<file path="src/rtl/cycle_count_display.sv">
// Pushbutton stopwatch counting clock cycles. Each stop converts the snapshot to BCD
// by double-dabble and pages the digits, most-significant page first, on a short display.
module cycle_count_display #(
    parameter int CNT_W       = 36,
    parameter int DIGITS      = 11,
    parameter int PAGE_DIGITS = 3,
    parameter int TICK_DIV    = 25000000,
    localparam int NPAGES     = (DIGITS + PAGE_DIGITS - 1) / PAGE_DIGITS,
    localparam int PG_W       = (NPAGES > 1) ? $clog2(NPAGES) : 1
) (
    input  logic                     CLOCK_50,
    input  logic                     rst,
    input  logic                     toggle_btn,
    input  logic                     clr,
    output logic [4*PAGE_DIGITS-1:0] digits,
    output logic [PG_W-1:0]          page_idx,
    output logic                     page_valid,
    output logic                     running,
    output logic                     busy
);
    localparam int BCD_W  = 4 * DIGITS;
    localparam int PAGE_W = 4 * PAGE_DIGITS;
    localparam int PAD_W  = PAGE_W * NPAGES;
    localparam int BIT_W  = (CNT_W > 1) ? $clog2(CNT_W) : 1;
    localparam int TICK_W = (TICK_DIV > 1) ? $clog2(TICK_DIV) : 1;

    localparam logic [BIT_W-1:0]  LAST_BIT  = BIT_W'(CNT_W - 1);
    localparam logic [TICK_W-1:0] LAST_TICK = TICK_W'(TICK_DIV - 1);
    localparam logic [PG_W-1:0]   TOP_PAGE  = PG_W'(NPAGES - 1);

    typedef enum logic [1:0] {
        IDLE,
        CONV,
        SHOW
    } state_t;

    logic              sync1_q;
    logic              sync2_q;
    logic              sync_prev_q;
    logic              toggle_pulse;

    state_t            state_q,   state_d;
    logic              running_q, running_d;
    logic [CNT_W-1:0]  count_q,   count_d;
    logic [CNT_W-1:0]  bin_q,     bin_d;
    logic [BCD_W-1:0]  bcd_q,     bcd_d;
    logic [BIT_W-1:0]  bit_q,     bit_d;
    logic [TICK_W-1:0] tick_q,    tick_d;
    logic [PG_W-1:0]   page_q,    page_d;
    logic [PAGE_W-1:0] digits_q,  digits_d;
    logic              valid_q,   valid_d;
    logic              busy_q,    busy_d;

    logic [BCD_W-1:0]  bcd_adj;
    logic [PAD_W-1:0]  bcd_pad;

    // Two-flop synchroniser plus one delayed copy for falling-edge detection.
    always_ff @(posedge CLOCK_50 or posedge rst) begin
        if (rst) begin
            sync1_q     <= 1'b1;
            sync2_q     <= 1'b1;
            sync_prev_q <= 1'b1;
        end else begin
            // NOTE: non-blocking assignments so every flop samples the pre-edge value;
            // blocking here would collapse the synchroniser chain into one flop.
            sync1_q     <= toggle_btn;
            sync2_q     <= sync1_q;
            sync_prev_q <= sync2_q;
        end
    end

    assign toggle_pulse = sync_prev_q & ~sync2_q;

    always_comb begin
        // NOTE: every next-state value gets its hold default first, so no branch
        // can leave a signal unassigned and infer a latch.
        state_d   = state_q;
        running_d = running_q;
        count_d   = count_q;
        bin_d     = bin_q;
        bcd_d     = bcd_q;
        bit_d     = bit_q;
        tick_d    = tick_q;
        page_d    = page_q;
        digits_d  = '1;
        valid_d   = 1'b0;
        busy_d    = 1'b0;
        bcd_adj   = bcd_q;
        bcd_pad   = '1;

        if (clr) begin
            count_d = '0;
        end else if (running_q) begin
            count_d = count_q + CNT_W'(1);
        end

        if (toggle_pulse) begin
            running_d = ~running_q;
        end

        for (int i = 0; i < DIGITS; i++) begin
            if (bcd_q[4*i +: 4] >= 4'd5) begin
                bcd_adj[4*i +: 4] = bcd_q[4*i +: 4] + 4'd3;
            end
        end

        unique case (state_q)
            IDLE: begin
                // Snapshot includes this cycle's increment so the result equals count after the stop.
                if (toggle_pulse && running_q) begin
                    state_d = CONV;
                    bin_d   = count_d;
                    bcd_d   = '0;
                    bit_d   = '0;
                end
            end
            CONV: begin
                if (toggle_pulse) begin
                    state_d   = IDLE;
                    running_d = 1'b1;
                    page_d    = '0;
                    tick_d    = '0;
                end else begin
                    bcd_d = {bcd_adj[BCD_W-2:0], bin_q[CNT_W-1]};
                    bin_d = bin_q << 1;
                    bit_d = bit_q + BIT_W'(1);
                    if (bit_q == LAST_BIT) begin
                        state_d = SHOW;
                        page_d  = TOP_PAGE;
                        tick_d  = '0;
                    end
                end
            end
            SHOW: begin
                if (toggle_pulse) begin
                    state_d   = IDLE;
                    running_d = 1'b1;
                    page_d    = '0;
                    tick_d    = '0;
                end else if (tick_q == LAST_TICK) begin
                    tick_d = '0;
                    page_d = (page_q == '0) ? TOP_PAGE : page_q - PG_W'(1);
                end else begin
                    tick_d = tick_q + TICK_W'(1);
                end
            end
            default: begin
                state_d = IDLE;
                page_d  = '0;
                tick_d  = '0;
            end
        endcase

        // Positions above the converted digits read as blank on the top page.
        bcd_pad[BCD_W-1:0] = bcd_d;
        if (state_d == SHOW) begin
            for (int p = 0; p < NPAGES; p++) begin
                if (page_d == PG_W'(p)) begin
                    digits_d = bcd_pad[p*PAGE_W +: PAGE_W];
                end
            end
        end
        valid_d = (state_d == SHOW);
        busy_d  = (state_d == CONV);
    end

    always_ff @(posedge CLOCK_50 or posedge rst) begin
        if (rst) begin
            state_q   <= IDLE;
            running_q <= 1'b0;
            count_q   <= '0;
            bin_q     <= '0;
            bcd_q     <= '0;
            bit_q     <= '0;
            tick_q    <= '0;
            page_q    <= '0;
            digits_q  <= '1;
            valid_q   <= 1'b0;
            busy_q    <= 1'b0;
        end else begin
            state_q   <= state_d;
            running_q <= running_d;
            count_q   <= count_d;
            bin_q     <= bin_d;
            bcd_q     <= bcd_d;
            bit_q     <= bit_d;
            tick_q    <= tick_d;
            page_q    <= page_d;
            digits_q  <= digits_d;
            valid_q   <= valid_d;
            busy_q    <= busy_d;
        end
    end

    assign digits     = digits_q;
    assign page_idx   = page_q;
    assign page_valid = valid_q;
    assign running    = running_q;
    assign busy       = busy_q;

endmodule

</file>
<file path="config.mk">
export PLATFORM = sky130hd
export DESIGN_NAME = cycle_count_display
export DESIGN_NICKNAME = d
export VERILOG_FILES = /design/src/rtl/cycle_count_display.sv
export SDC_FILE = /design/constraint.sdc
export NUM_CORES = 1
export LEC_CHECK = 0
export CORE_UTILIZATION = 35
export CTS_BUF_LIST = sky130_fd_sc_hd__clkbuf_4
export DETAILED_ROUTE_END_ITERATION = 6
export RECOVER_POWER = 100
export SYNTH_ARGS = -nofsm -noshare
export SYNTH_HDL_FRONTEND = slang
export SYNTH_SLANG_ARGS = --single-unit
export TNS_END_PERCENT = 50
</file>
<file path="constraint.sdc">
create_clock -name CLOCK_50 -period 6.19 [get_ports CLOCK_50]
set_clock_uncertainty 0.2 [all_clocks]
set_input_delay 0.619 -clock CLOCK_50 [delete_from_list [all_inputs] [get_ports CLOCK_50]]
set_output_delay 0.619 -clock CLOCK_50 [all_outputs]
set_load 0.01 [all_outputs]
</file>
; ---- Word level (Yosys, flattened, before mapping)
; Cells that the tools add are included.
[op_classes]
mux = 46
n_addsub = 15
n_eq_ne = 12
bitwise = 4
n_lt_le_gt_ge = 11
reduce_logical = 8
[op_table]
columns = operator, count
row1 = $mux 36, 4
row2 = $mux 25, 4
row3 = $mux 44, 2
row4 = $pmux 44 s2, 1
row5 = $pmux 25 s3, 1
row6 = $pmux 36 s2, 1
row7 = $mux 12, 5
row8 = $ge 4x3->1 const B, 11
row9 = $add 4x2->4 const B, 10
row10 = $mux 4, 10
row11 = $add 36x1->36 const B, 1
row12 = $add 25x1->25 const B, 1
row13 = $eq 25x25->1 const B, 1
row14 = $mux 2, 9
row15 = $mux 6, 2
row16 = $pmux 2 s3, 2
row17 = $pmux 6 s2, 1
row18 = $eq 2x2->1 const B, 4
row19 = $add 6x1->6 const B, 1
row20 = $eq 2x1->1 const B, 3
row21 = $eq 6x6->1 const B, 1
row22 = $logic_not 2->1, 3
row23 = $ne 2x2->1 const B, 2
row24 = $add 3x2->3 const B, 1
row25 = other kinds (11), 15
[word_totals]
wordCells = 110
out_inout_bits = 17
in_bits = 4
register_bits = 169

; ---- Logic depth before layout (Yosys ltp)
; Gate-level depths: netlist (run 1).
[logic_depth]
depth_word = 11
mapped_depth = 12
depth_no_buf = 10

; ---- Worst setup path after synthesis (run 1)
; No wires, ideal clock.
[synth_timing]
kind = register -> register
startpoint = register sync2_q
endpoint = register bin_q[1]
n_path_buf = 4
setup_slack_ns = 3.636
required_ns = 5.854
setup_ns = 0.136
path_stages_with_launch = 11
period_less_slack_ns = 2.554
arrival_time_ns = 2.218
path_cell_list = dfstp_2 > nand2b_1 > buf_4 > inv_1 > ha_1 > mux2i_1 > a21o_1 > buf_2 > buf_1 > clkbuf_1 > o21ai_0
[synth_via]
elab_chain_len = 5
elab_cells_between_ends = 6
classes_between = 2 x eq/ne / 2 x bitwise / 2 x reduce/logical
[synth_lines]
columns = item, line
row1 = "start, declared", 38  ; logic sync2_q;
row2 = "start signal, assigned", 67  ; sync2_q <= sync1_q;
row3 = $not 1->1 *, 72  ; assign toggle_pulse = sync_prev_q & ~sync2_q;
row4 = $and 1x1->1 *, 72
row5 = $logic_and 1x1->1, 110  ; if (toggle_pulse && running_q) begin
row6 = $ne 2x2->1 (no line), --
row7 = $reduce_and 3->1 (no line) *, --
row8 = "end signal, assigned", 184  ; bin_q <= bin_d;
row9 = "end, declared", 45  ; logic [CNT_W-1:0] bin_q, bin_d;
; Mark *: on every way between the ends. The rest lies on a longest branch, timed or not.
; A chain may end at the register's enable or synchronous reset.

; ---- Worst setup path in the final report (run 1)
[layout_timing]
startpoint = register state_q[1]
endpoint = register digits_q[3], in the netlist digits[3]
[layout_via]
elab_cells_between_ends = 20
classes_between = 6 x eq/ne / 12 x mux / 2 x reduce/logical
[layout_lines]
columns = item, line
row1 = "start, declared", 42  ; state_t state_q, state_d;
row2 = "start signal, assigned", 181  ; state_q <= state_d;
row3 = $eq 2x1->1 or $logic_not 2->1 (tied branches), 107  ; unique case (state_q)
row4 = $pmux 44 s2 *, 107
row5 = net bcd_d[3], 46  ; logic [BCD_W-1:0] bcd_q, bcd_d;
row6 = $mux 12 * (4 in series), 158  ; if (page_d == PG_W'(p)) begin
row7 = $mux 12 *, 156  ; if (state_d == SHOW) begin
row8 = net digits_d[3], 50  ; logic [PAGE_W-1:0] digits_q, digits_d;
row9 = "end signal, assigned", 189  ; digits_q <= digits_d;
row10 = "end, declared", 50
; The timed path passes the listed nets; every way through them passes the cells marked *.

==> results of run 1 <==
[registers in the layout (all words and copies together), names as in the netlist]
| signal | count |
|---|---|
| bin_q | 36 |
| page_valid | 1 |
| bcd_q | 44 |
| count_q | 36 |
| page_idx | 2 |
| tick_q | 25 |
| bit_q | 6 |
| digits | 12 |
| sync1_q | 1 |
| running | 1 |
| state_q | 2 |
| busy | 1 |
| sync2_q | 1 |
| sync_prev_q | 1 |
[final cells by class]
| class | instances | area share (%) |
|---|---|---|
| flip-flops and latches | 169 | 44.8 |
| multi-input cells | 686 | 44.0 |
| well taps | 324 | 4.27 |
| repair buffers | 28 | 2.64 |
| inverters | 39 | 1.56 |
| clock buffers | 18 | 1.42 |
| clock inverters | 14 | 1.29 |
| diodes | 1 | 0.0264 |
[stage by stage]
| step | instances | util (%) | instance area [um2] |
|---|---|---|---|
| 2_1_floorplan | 934 | - | 8790 |
| 3_3_place_gp | 1246 | 37.9 | 9280 |
| 3_5_place_dp | 1246 | 37.9 | 9280 |
| 4_1_cts | 1278 | 39.0 | 9540 |
| 5_1_grt | 1279 | 38.8 | 9490 |
| 6_report | 1279 | 38.8 | 9490 |
[routing by layer]
| metal | GRT usage [%] | up-vias |
|---|---|---|
| met5 | 0 | - |
| met4 | 4.16 | 0 |
| met3 | 3.38 | 14 |
| met2 | 25.4 | 80 |
| met1 | 21.2 | 3188 |
| li1 | - | 3260 |
[power breakdown]
part,total (uW),switching (uW),leakage [uW],internal (uW)
sequential,1280,84.0,0.00229,1200
clock,617,412,0.000136,205
combinational,670,455,0.00155,215
[how the worst min path moves through the flow]
stage	from	slack, ps	cells past startpoint	to
after detailed placement	sync2_q	160	0	sync_prev_q
after CTS	sync1_q	170	0	sync2_q
after global routing	sync1_q	170	0	sync2_q
after floorplan	sync1_q	150	0	sync2_q
final	sync2_q	180	0	sync_prev_q
after global placement	sync2_q	160	0	sync_prev_q
[Yosys cell counts (all sizes together) (21+ instances only)]
cell | n | share of area [%]
xor2 | 33 | 3.3
buf | 21 | 1.4
xnor2 | 33 | 3.3
inv | 39 | 1.7
o21ai | 76 | 4.3
dfrtp | 154 | 44
nor2 | 86 | 3.7
a21oi | 50 | 2.9
nor3 | 23 | 1.5
ha | 32 | 4.6
nand3 | 70 | 4.4
nand2 | 124 | 5.4
[worst register-to-register path: stages, from the launching register on]
cell,delay [ps]
dfrtp_1,440
inv_1,90
ha_1,140
buf_4,480
mux2i_1,320
a21oi_4,770
clkbuf_1,880
o21ai_0,250
nand3_1,150
nand2_1,70
a22oi_1,190
nand3_1,100
[cell families (layout without fill, tap and decap cells)]
kind of cell               count (synthesis)  count (layout)  share of synthesized area, %
DFF                                      169             169                          48.3
buffers and inverters                     79              99                          3.86
adders and majority gates                 32              32                          4.55
and+or+nand+nor                          384             384                          22.3
muxes                                     16              16                          1.91
other                                      0               1                             0
xor gates and xnor gates                  66              66                          6.58
AOI/OAI and AO/OA                        188             188                          12.4
==> results.txt, run 1 <==
- Result of the run: finished, violations left
- Failing checks: max-capacitance violations, max-slew violations
- Adding up every negative setup slack in the final design gives 0 ps.
- Final wirelength: 18.9 mm
- The cell count after synthesis came out at 934.
- Via total after detailed routing: 6542
- Element type at the critical path start: register
* Area occupied by multi-input gates: 4180 um2
* Top cell family by delay on the critical path: buffers and inverters
- After detailed routing, the number of remaining DRC violations is 0.
- Worst setup path class: register to register
- First drt pass iteration count: 5
- Headroom to the max-slew limit: -105%
- Tightest Pin Transition: 3060 ps
- In this run the worst setup path terminates at digits[3].
- Slowest-stage cell, CP: clkbuf_1
- Destination of the worst register-to-register timing path: digits[3]
- The via count of the first global-routing pass is 6450.
* Initial Util: 35.9%
- From bottom edge to top edge, the die measures 160 um.
* Post-Syn Nets: 970
- Post-CTS Resized: 0
* TritonCTS clock tree: done
- Yosys warnings: 0
* Worst Path Required: 6500 ps
- For this run, the slowest stage of the critical path takes 880 ps.
- After clock tree synthesis, the clock-pin slew on the worst setup and hold paths is 150 ps.
- Unrepaired setup endpoints after global routing: false
* Seq cells post-synth: 169
* Count of buffers from port buffering: 20
- Setup violations remaining at the end of the flow were counted as 0.
- Worst reg-to-reg setup slack: 2030 ps
* Commonest non-fill, non-tap cells in the layout: dfrtp_1 (154), nand2_1 (123), nor2_1 (86)
- The number of pins with negative max-slew slack in the final report came to 129.
- For this run, the top clock speed supported by timing is 240 MHz.
- Die area: 25800 um2
- Tracing the worst setup path back leads to its startpoint at state_q[1].
* Part of the cycle the worst path needs: 67.3%
* Number of clock sinks: 169
* Number of cells on the critical path: 11
- The worst-case IR drop observed on VDD is 0.148 mV.
- The final layout contains 977 nets.
- After filler insertion, the fill cell instance count of the layout stands at 2457.
- In the detailed route, the total length drawn on met3 is 589 um.
- Portion of the post-synthesis area used by sequential elements: 48.3%
- Post-Place Setup Slack: 2610 ps
* Ordered cell list for the critical path: inv_1, ha_1, buf_4, mux2i_1, a21oi_4, clkbuf_1, o21ai_0, nand3_1, nand2_1, a22oi_1, nand3_1
* Count of cell types in the netlist: 66
- Maximum number of pins on one net before global-route repair: 71
- For this run, the leading register cell type out of synthesis is dfrtp_1.
- Vias/cell: 5.11
- Setup Buffers After CTS: 0
- In this run the clock root is driven by a clkbuf_4.
- After layout, the design draws a total of 2570 uW.
- The initial antenna violation count was 1.
- # rows: 57
* Final Wtd Congestion: 0.807
- In the detailed route, the total length drawn on met2 is 8.79 mm.
* Clock buffers created by TritonCTS: 17
- The later pin in the worst-skew pair is clocked with a latency of 590 ps.
- H-tree levels: 4
* First-pass GRT wire length: 32.7 mm
* Fraction of layout cells with a size suffix above 1: 7.97%
- The cell area that synthesis handed to floorplanning was 8790 um2.
- Post-route minimum period: 4160 ps
- Counting flops with a built-in enable in the synthesized netlist gives 0.
* Number of buffers on the longest clock path: 2
- Critical path buffers and inverters: 3
- Area overhead of the layout relative to synthesis: 7.94%
- The worst setup path is captured at a register.
* Highest metal layer with signal wires: met4
- By instance count, the cell type seen most on the critical path is nand3_1.
* Worst-case hold slack: 175 ps
- The core region is 24500 um2.
- Overflow left after global routing: 0
- STA puts the critical path data arrival time at 4470 ps.
- Final hold violation count: 0
- The wire-length estimate of the detail-placed layout is 12.7 mm.
* IO Count: 21
- Critical register-to-register path startpoint: state_q[1]
* M1 WL: 9.36 mm
- In this run the worst path has a maximum fanout of 54.
- In this run the worst hold path is classified as register to register.
- Post-route antenna net violation count: 0
- Total global routing track utilization: 15.7%
- Leaving out fill and tap cells, the most frequent cell in the layout is dfrtp_1.
* Final worst-path setup slack: 2030 ps
- Number of DRC markers in iteration 0: 391
- Sequential cell area: 4250 um2
- Hold buffer count at cts: 0
* Wire length per cell after detailed routing: 14.8 um
- Async set or reset register ratio after synthesis: 100%
- The worst register-to-register path has a depth of 11.
- Total of max-cap violations: 3
- From left edge to right edge, the die measures 160 um.
* Post-synthesis average cell area: 9.41 um2
* Leakage: 0.00397 uW
- In this run the power density over the cells is 271 nW/um2.
Power figures use the tool's default switching activity.
==> run 2, diff against run 1 <==
clock period = 3.4 ns   (was 6.19 ns; I/O delays follow)
==> run 2 against run 1 <==
- the run still ends with max-capacitance violations, max-slew violations left
- fmax up 41%
- worst hold slack worse by 8.3 ps
- sequential power grew 82%
- highest routed layer unchanged
- critical endpoint is now digits[8]
- count of clock-buffer cells in the layout increased by 1
- critical path type unchanged
- combinational power up 84%
- final cell count up 0.47%
- total power up 86%
==> results.txt, run 2 (synthesis results as in run 1) <==
- Result of the run: finished, violations left (unchanged).
* Failing checks: max-capacitance violations, max-slew violations (unchanged)
* Clock buffers created by TritonCTS: 17 (unchanged)
- The cell occurring most often along the worst timing path is inv_1 (was nand3_1).
- Critical path fanouts, max: 9 (was 54)
- The detailed router's first-iteration violation count is 494 (was 391).
* Total power consumption of the routed design: 4780 uW (was 2570 uW)
- Element type at the critical path start: register (unchanged)
* Hold buffer count at cts: 1 (was 0)
- Floorplan die width: 160 um (unchanged)
- The total via count in the routed design was 6519 (was 6542).
- The largest register by flop count is bcd_q (unchanged).
- The power density over the cells was 500 nW/um2 (was 271 nW/um2).
- TritonCTS clock tree: done (unchanged)
* Most used routing layer: met2 (unchanged)
- The actual transition at the worst max-transition pin is 2270 ps (was 3060 ps).
- The maximum buffer depth of the clock tree was 2 (unchanged).
* Worst setup path class: register to register (unchanged)
* Part of the cycle the worst path needs: 86.8% (was 67.3%)
* Post-Route Setup TNS: 0 ps (unchanged)
- The upper clock frequency limit was 339 MHz (was 240 MHz).
* Most common library cell in the layout ignoring fill and taps: dfrtp_1 (unchanged)
- Initial antenna violation count: 1 (unchanged)
* Total global routing track utilization: 15.6% (was 15.7%)
- Final worst-path setup slack: 448 ps (was 2030 ps)
* Post-route antenna net violation count: 0 (unchanged)
- The number of pins with negative max-slew slack in the final report was 171 (was 129).
* Via count of the first global-routing pass: 6552 (was 6450)
- The number of flip-flops in the largest register is 44 (unchanged).
* Initial Util: 35.9% (unchanged)
* Commonest non-fill, non-tap cells in the layout: dfrtp_1 (154), nand2_1 (124), nor2_1 (85) (was dfrtp_1 (154), nand2_1 (123), nor2_1 (86))
- Path type of the worst min-delay path: register to register (unchanged)
* CP Data Arrival Time: 3230 ps (was 4470 ps)
* Clock Pin Slew Worst Setup and Hold Paths: 130 ps (was 150 ps)
* Met2 routing resource usage after global routing: 25.0% (was 25.4%)
- The capturing element type of the critical path is a register (unchanged).
* Slowest-stage cell, CP: dfrtp_1 (was clkbuf_1)
* Final setup violation count: 0 (unchanged)
- Global-route track usage on met3: 3.07% (was 3.38%)
* Filler Cells Inserted: 2459 (was 2457)
* Clock latency on the worst-skew pair: 550 ps (was 590 ps)
* Die outline height: 160 um (unchanged)
- The overflow left after global routing was 0 (unchanged).
- Worst Path Required: 3680 ps (was 6500 ps)
- Max stage delay on crit path: 440 ps (was 880 ps)
- IO Count: 21 (unchanged)
- The final routed wire length divided by cell count came to 14.7 um (was 14.8 um).
- The level count of the clock H-tree was 4 (unchanged).
- The post-CTS setup-driven buffer insertion count is 0 (unchanged).
- Post-Place Setup Slack: 587 ps (was 2610 ps)
* Post-DP HPWL: 13.0 mm (was 12.7 mm)
- Ordered cell list for the critical path: inv_1, ha_1, and4bb_1, a31oi_1, a311oi_1, nand2b_1, inv_1, nand2_1, o22ai_1, nand3_1 (was inv_1, ha_1, buf_4, mux2i_1, a21oi_4, clkbuf_1, o21ai_0, nand3_1, nand2_1, a22oi_1, nand3_1).
* Post-route DRC violation count: 0 (unchanged)
- The number of buffers inserted by port buffering came to 20 (unchanged).
- The area added between synthesis and finish is 8.65% (was 7.94%).
* Post-route minimum period: 2950 ps (was 4160 ps)
- The clock tree root driver cell was clkbuf_4 (unchanged).
- The number of instances resized during post-cts repair came to 0 (unchanged).
- The number of cell rows was 57 (unchanged).
- Unrepaired setup endpoints after global routing: false (unchanged).
- The routability-driven placement congestion ratio was 0.801 (was 0.807).
- The met1 track utilization from global routing came to 21.3% (was 21.2%).
* First-pass GRT wire length: 32.8 mm (was 32.7 mm)
- Final hold violation count: 0 (unchanged)
* First drt pass iteration count: 6 (was 5)
* Headroom to the max-slew limit: -51.1% (was -105%)
- The via density per instance is 5.07 (was 5.11).
- The final core utilization came to 39.0% (was 38.8%).
* Fraction of layout cells with a size suffix above 1: 8.54% (was 7.97%)
* Largest registers: bcd_q x44, bin_q x36, count_q x36 (unchanged)
- The total die area came to 25800 um2 (unchanged).
* Leakage: 0.00400 uW (was 0.00397 uW)
- Number of clock sinks: 169 (unchanged)
* Total of max-cap violations: 2 (was 3)
- Number of nets in the final layout: 983 (was 977)
* Maximum number of pins on one net before global-route repair: 93 (was 71)
- The routed wire length was 18.9 mm (about the same).
- Total core area: 24500 um2 (unchanged)
- The maximum vdd drop was 0.266 mV (was 0.148 mV).
run 2: changes by cell type in the layout (fill, tap and decap cells not counted), sizes merged:
cell	previous run	this run
bufinv	1	3
clkbuf	21	23
inv	41	39
clkinv	8	6
buf	5	9
clkdlybuf4s50	0	1
clkinvlp	3	4
run 2: final timing paths:
check	slack, ps	endpoint	depth (start not counted)	from
max in group asynchronous	750	bin_q[35]	3	rst
min	170	sync2_q	0	sync1_q
max reg2reg	450	digits[8]	10	state_q[1]
max	450	digits[8]	10	state_q[1]
min reg2reg	170	sync2_q	0	sync1_q
min in group asynchronous	750	tick_q[21]	3	rst
run 2: routing by layer:
layer	vias to the layer above	share of wire (%)
met5	-	0
met4	0	1.4
met3	16	2.6
met2	69	48
met1	3161	48
li1	3273	-
run 2: worst max-delay path, delay by kind of cell (launching register included):
family,cells,cell delay (ps)
AND/OR/NAND/NOR,4,930
buffers and inverters,2,340
flip-flops,1,440
adder cells (fa/ha/maj),1,330
AO/OA/AOI/OAI,3,650
run 2: area by class of cell:
class	count	area (um2)	area share [%]
inverter	39	148	1.55
tap	324	405	4.24
timing repair buffer	34	295	3.09
clock buffer	19	143	1.49
sequential	169	4250	44.5
antenna	1	2.50	0.0262
multi-input combinational	686	4160	43.5
clock inverter	13	153	1.60
run 2: per-stage QoR:
step,std cells,hold WS [ps],instance area [um2]
detailed placement,1251,147,9340
CTS,1284,51.4,9650
floorplan,934,144,8790
global placement,1251,149,9340
finish,1285,167,9550
global route,1285,180,9550
run 2: report_power, final:
part / internal, uW / total, uW / switching, uW
clock network: 520 / 1210 / 691
registers: 2190 / 2330 / 145
logic: 406 / 1230 / 829
total: 3110 / 4780 / 1670
==> run 3, diff against run 2 <==
CTS_CLUSTER_SIZE = 14   (was unset)
==> results of run 3 <==
The final DEF is identical to that of run 2; final timing and power are the same.
